File: config.mk
export PLATFORM = sky130hd
export DESIGN_NAME = fact_ram_master
export DESIGN_NICKNAME = d
export VERILOG_FILES = /design/src/rtl/fact_ram_master.sv
export SDC_FILE = /design/constraint.sdc
export NUM_CORES = 1
export LEC_CHECK = 0
export BUFFER_PORTS_ARGS = -buffer_cell sky130_fd_sc_hd__buf_2
export CAP_MARGIN = 20
export CELL_PAD_IN_SITES_DETAIL_PLACEMENT = 1
export CELL_PAD_IN_SITES_GLOBAL_PLACEMENT = 1
export CORE_MARGIN = 1
export CORE_UTILIZATION = 39
export DETAILED_ROUTE_END_ITERATION = 10
export PLACE_DENSITY_LB_ADDON = 0.3
export REMOVE_ABC_BUFFERS = 1
export SYNTH_ARGS = -nofsm -noshare
export SYNTH_HDL_FRONTEND = slang
export SYNTH_SLANG_ARGS = --single-unit
File: constraint.sdc
create_clock -name clk -period 8.9 [get_ports clk]
set_input_delay 1.78 -clock clk [delete_from_list [all_inputs] [get_ports clk]]
set_output_delay 1.78 -clock clk [all_outputs]
set_load 0.01 [all_outputs]
File: src/rtl/fact_ram_master.sv
// rtl/fact_ram_master.sv - single-port RAM master: write, read, clear-all, reserved no-op
// All RAM-facing and response outputs are registered; req_ready/busy decode the state register.
module fact_ram_master #(
  parameter int                   ADDR_W    = 8,
  parameter int                   DATA_W    = 64,
  parameter logic [DATA_W-1:0]    CLR_VALUE = '0
) (
  input  logic              clk,
  input  logic              reset,
  input  logic              req_valid,
  output logic              req_ready,
  input  logic [1:0]        req_op,
  input  logic [ADDR_W-1:0] req_addr,
  input  logic [DATA_W-1:0] req_wdata,
  output logic              rsp_valid,
  output logic [DATA_W-1:0] rsp_rdata,
  output logic              busy,
  output logic              ram_cen,
  output logic              ram_wen,
  output logic [ADDR_W-1:0] ram_addr,
  output logic [DATA_W-1:0] ram_din,
  input  logic [DATA_W-1:0] ram_dout
);

  typedef enum logic [2:0] {S_IDLE, S_WR, S_RD, S_RDW, S_CLR} state_t;

  localparam logic [ADDR_W:0] CLR_LAST = {1'b0, {ADDR_W{1'b1}}};

  state_t              state_q;
  logic [ADDR_W:0]     clr_cnt_q;
  logic [ADDR_W:0]     clr_cnt_d;
  logic                ram_cen_q;
  logic                ram_wen_q;
  logic [ADDR_W-1:0]   ram_addr_q;
  logic [DATA_W-1:0]   ram_din_q;
  logic                rsp_valid_q;
  logic [DATA_W-1:0]   rsp_rdata_q;
  logic                accept;

  assign accept    = req_valid && (state_q == S_IDLE);
  assign clr_cnt_d = clr_cnt_q + 1'b1;

  assign req_ready = (state_q == S_IDLE);
  assign busy      = (state_q != S_IDLE);
  assign ram_cen   = ram_cen_q;
  assign ram_wen   = ram_wen_q;
  assign ram_addr  = ram_addr_q;
  assign ram_din   = ram_din_q;
  assign rsp_valid = rsp_valid_q;
  assign rsp_rdata = rsp_rdata_q;

  always_ff @(posedge clk or posedge reset) begin
    if (reset) begin
      state_q     <= S_IDLE;
      clr_cnt_q   <= '0;
      ram_cen_q   <= 1'b0;
      ram_wen_q   <= 1'b0;
      ram_addr_q  <= '0;
      ram_din_q   <= '0;
      rsp_valid_q <= 1'b0;
      rsp_rdata_q <= '0;
    end else begin
      rsp_valid_q <= 1'b0;
      case (state_q)
        S_IDLE: begin
          if (accept) begin
            case (req_op)
              2'b00: begin
                state_q    <= S_RD;
                ram_cen_q  <= 1'b1;
                ram_wen_q  <= 1'b0;
                ram_addr_q <= req_addr;
              end
              2'b01: begin
                state_q    <= S_WR;
                ram_cen_q  <= 1'b1;
                ram_wen_q  <= 1'b1;
                ram_addr_q <= req_addr;
                ram_din_q  <= req_wdata;
              end
              2'b10: begin
                state_q    <= S_CLR;
                clr_cnt_q  <= '0;
                ram_cen_q  <= 1'b1;
                ram_wen_q  <= 1'b1;
                ram_addr_q <= '0;
                ram_din_q  <= CLR_VALUE;
              end
              default: ;
            endcase
          end
        end
        S_WR: begin
          state_q    <= S_IDLE;
          ram_cen_q  <= 1'b0;
          ram_wen_q  <= 1'b0;
          ram_addr_q <= '0;
          ram_din_q  <= '0;
        end
        S_RD: begin
          state_q    <= S_RDW;
          ram_cen_q  <= 1'b0;
          ram_addr_q <= '0;
        end
        S_RDW: begin
          // RAM data for the address presented in RD is valid during this cycle
          state_q     <= S_IDLE;
          rsp_valid_q <= 1'b1;
          rsp_rdata_q <= ram_dout;
        end
        S_CLR: begin
          if (clr_cnt_q == CLR_LAST) begin
            state_q    <= S_IDLE;
            clr_cnt_q  <= '0;
            ram_cen_q  <= 1'b0;
            ram_wen_q  <= 1'b0;
            ram_addr_q <= '0;
            ram_din_q  <= '0;
          end else begin
            clr_cnt_q  <= clr_cnt_d;
            ram_addr_q <= clr_cnt_d[ADDR_W-1:0];
          end
        end
        default: begin
          state_q   <= S_IDLE;
          ram_cen_q <= 1'b0;
          ram_wen_q <= 1'b0;
        end
      endcase
    end
  end

endmodule
Word level (Yosys, flattened, before mapping) --
Cells that the tools add are included.
Storage, ports and cells: register bits 151, output and inout bits 141
Cells by class: $add $sub $neg 1, eq/ne operators 15, muxes and demuxes 24, bitwise gates (word level) 2, reductions and logical operators 18
Operators by type and width (number):
- 64-bit one-hot mux with 3 select lines | 1
- 64-bit two-way mux | 2
- 64-bit one-hot mux with 2 select lines | 1
- 9-bit two-way mux | 3
- 8-bit one-hot mux with 3 select lines | 1
- 3-bit one-hot mux with 3 select lines | 2
- 9-bit one-hot mux with 2 select lines | 1
- 8-bit two-way mux | 2
- 8-bit one-hot mux with 2 select lines | 1
- 4-bit AND reduction | 3
- 9-bit by 1-bit adder with 9-bit output (second input constant) | 1
- 9-bit by 8-bit == test with 1-bit output (second input constant) | 1
- 3-bit AND reduction | 3
- 3-bit nonzero test | 3
- 2-bit OR reduction | 4
- 3-bit by 2-bit == test with 1-bit output (second input constant) | 2
- 3-bit two-way mux | 2
- 3-bit by 2-bit != test with 1-bit output (second input constant) | 2
- 1-bit one-hot mux with 3 select lines | 2
- 1-bit two-way mux | 5
- 2-bit by 1-bit != test with 1-bit output (second input constant) | 2
- 2-bit != test (second input constant) | 2
- 4-bit by 1-bit != test with 1-bit output (second input constant) | 1
- 3-bit by 1-bit == test with 1-bit output (second input constant) | 1
- 11 further kinds | 12

Logic depth before layout (Yosys ltp) --
depth after elaboration 5, mapped depth 8, mapped depth without buffers 6

Least setup slack after synthesis --
OpenSTA, ideal clock, no wires.
path type input port to flip-flop, from input port req_op[0], to register clr_cnt_q[3], arrival 2.958 ns, path slack 5.824 ns, stages on the path 7, cell sequence inv_1 > ha_1 > a21oi_1 > or3_1 > clkbuf_1 > a21o_2 > a21o_1
On the way: word-level cells in the longest chain between the ends 3
RTL lines:
- start: declaration | RTL line 12 | input logic [1:0] req_op,
- 2-bit == test | RTL line 67 | case (req_op)
- 2-bit by 1-bit != test with 1-bit output (no source line)
- 3-bit AND reduction (no source line)
- end signal: assignment | RTL line 120 | clr_cnt_q <= clr_cnt_d;
- end: declaration | RTL line 30 | logic [ADDR_W:0] clr_cnt_q;
Every way passes these cells. A chain may end at the register's enable or synchronous reset.

Final worst setup path --
from register state_q[0], to output port req_ready
On the way: word-level cells in the longest chain between the ends 1
RTL lines:
- start: declaration | RTL line 29 | state_t state_q;
- start signal: assignment | RTL line 54 | state_q <= S_IDLE;
- start signal: assignment | RTL line 69 | state_q <= S_RD;
- start signal: assignment | RTL line 75 | state_q <= S_WR;
- 3-bit zero test | RTL line 43 | assign req_ready = (state_q == S_IDLE);
- end: declaration | RTL line 11 | output logic req_ready,
Every way passes these cells.

==> metrics <==
CP max stage delay 0.53 ns; Arr. time, crit path 1.79 ns; Slowest-stage cell, CP dfrtp_1; P&R area growth vs syn 30.6%; worst min path class flip-flop to flip-flop; Placeable Area 0.0167 mm^2; Hold Buf Count CTS 0; Post-Syn Area 0.00670 mm^2; Setup CP Type flip-flop to output port; Synth Area per Inst 12.0 um^2; worst r2r src clr_cnt_q[0]$_DFFE_PP0P_; ys async rst share 100%; DIE HEIGHT 133 um; PnR Total Power 2.92 mW; Post-synth EDFFs 0; Tightest Pin Transition 0.894 ns; synthesis-stage register bit count 151; wire per inst 17.6 um; die area 0.0177 mm^2; Finished Core Util 52.4%; largest net degree at the start of global routing 82; RSZ-0062 raised after global routing false; Final Instance Area 0.00876 mm^2; Peak VDD IR 0.144 mV; Port Buffers 281; ys flop type dfrtp_1; 1st-iter DRT viols 184; Seq/Total Area, Yosys 56.4%; Crit. End Element output port; Fillers 1889; DRT antenna net count 0; CTS tree built; FF+latch area 0.00378 mm^2; Max Root-Sink Buffers 2; R2R Setup Slk 6.28 ns; Final Cycle Share 40.1%; Reg2Reg Depth 6; crit-path cells or3_1, inv_1, buf_2; fin. max-slew vios 0; Via Count 5162; Nets 978; Global Route Usage Sum 21.8%; area of the multi-input gates 0.00235 mm^2; yosys warns 0; non-filler instance count after layout 1067; number of global-route vias before repair 5546; total CTS buffers 17; DR vias/cell 4.84; first-pass GRT wire length 29.8 mm; Post-CTS Setup Bufs 0; Yosys cell types 49; HPWL Detailed 14.0 mm; Worst Hold End clr_cnt_q[8]$_DFFE_PP0P_; Period minus WS final 3.57 ns; DRC violation count after routing 0; Clock Skew 0.0105 ns; placed cell area 0.00812 mm^2; placed insts 1030; Cells on Worst Hold Path 1; GR Overflow Total 0; initial antenna violation count 4; Root Buffer clkbuf_16; Critical Path RT 7.12 ns; outcome finished clean; router iterations before antenna repair 4; WHS 0.495 ns; capture point of the worst reg-to-reg path ram_din[62]$_DFFE_PP0P_; clock edge transition at the registers on the reported setup and hold paths 0.07 ns; Final setup viols 0; final hold vios 0; Highest Clock Rate 280 MHz; max cap viols 0; CTS resizes 0; Initial Util 40.1%; final setup margin 5.33 ns; H-Tree Depth 4; DRT Wirelength 18.8 mm; startpoint types flip-flop; pre-CTS WS 5.04 ns; # rows 47; Ports 282; Max-slew headroom 40.4%; power density cells 333 mW/mm^2; clk_lat worst skew 0.42 ns; Max Fanout on Critical Path 14; gpl congestion 0.796; layout cells sized above 1 46.8%; Die Width 133 um; CTS Sinks 151; total negative slack 0 ns; Hold Startpoint clr_cnt_q[8]$_DFFE_PP0P_; leak pwr 4.79 nW; Cells after Synth 557
cell usage in the layout, fill, tap and decap left out, types with 3 or more instances in the layout:
master	count
buf_2	281
dfrtp_1	151
nand2_1	73
inv_1	71
mux2_2	64
mux2i_1	64
clkbuf_16	17
nor2_1	14
a21oi_1	10
o21ai_0	10
nand3_1	6
nor3_1	6
ha_1	6
buf_4	6
a31oi_1	5
inv_6	5
diode_2	3
or3_1	3
xor2_1	3
a22oi_1	3
bufinv_16	3
clkinvlp_4	3
registers in the layout, indices dropped and copies added (netlist names):
register   flops
clr_cnt_q      9
ram_addr       8
ram_cen        1
ram_din       64
ram_wen        1
rsp_rdata     64
rsp_valid      1
state_q        3
cells by family after synthesis:
| logic type | after synthesis | synth area share, % |
|---|---|---|
| AND/OR/NAND/NOR | 112 | 7.22 |
| XOR/XNOR | 4 | 0.523 |
| multiplexers | 128 | 20.3 |
| buffers and inverters | 105 | 8.90 |
| adder cells (fa/ha/maj) | 7 | 1.27 |
| flip-flops | 151 | 56.4 |
| AO/OA/AOI/OAI | 50 | 5.41 |
final cells by class:
cell class	count	share of cell area (%)
tap	220	3.14
timing repair buffer	288	16.7
multi-input combinational	301	26.8
antenna	3	0.0857
clock inverter	13	1.94
inverter	72	3.14
clock buffer	19	5.06
sequential	151	43.2
Yosys cell counts (5+ instances only):
cell type,count,share of area [%]
nand2_1,73,4.1
buf_2,12,0.90
dfrtp_1,151,56
a21oi_1,10,0.75
dlygate4sd1_1,6,0.78
ha_1,6,1.1
a31oi_1,5,0.47
inv_1,72,4.0
nor3_1,6,0.45
o21ai_0,10,0.75
buf_12,6,1.8
mux2_2,64,11
mux2i_1,64,9.6
nor2_1,14,0.78
nand3_1,6,0.45
worst max-delay path, delay by kind of cell, from the launching register on:
family | cells | cell delay (ns)
flip-flops | 1 | 0.53
AND/OR/NAND/NOR | 1 | 0.50
buffers and inverters | 2 | 0.34
metal layers:
metal	GRT usage [%]	vias to the layer above	routed length, um
li1	-	2396	-
met1	24.9	2575	7360
met2	39.5	149	10100
met3	4.38	40	783
met4	9.60	2	513
met5	0	-	14
worst max-delay path by stage:
stage / start / end / slack (ns) / cells past startpoint
4_1_cts: state_q[0]$_DFFE_PP0P_ / req_ready / 5.32 / 3
5_1_grt: state_q[0]$_DFFE_PP0P_ / req_ready / 5.21 / 3
6_report: state_q[0]$_DFFE_PP0P_ / req_ready / 5.33 / 3
3_5_place_dp: req_op[0] / ram_din[47]$_DFFE_PP0P_ / 5.04 / 7
2_1_floorplan: req_op[0] / ram_din[0]$_DFFE_PP0P_ / 2.69 / 5
3_3_place_gp: req_op[0] / ram_din[39]$_DFFE_PP0P_ / 5.23 / 7
power by group:
part	internal [mW]	leakage [nW]	switching [mW]
logic	0.494	2.51	0.617
registers	0.920	1.99	0.136
clock network	0.453	0.291	0.296
total	1.87	4.79	1.05
Note: power is estimated with default switching activity, not from simulation.
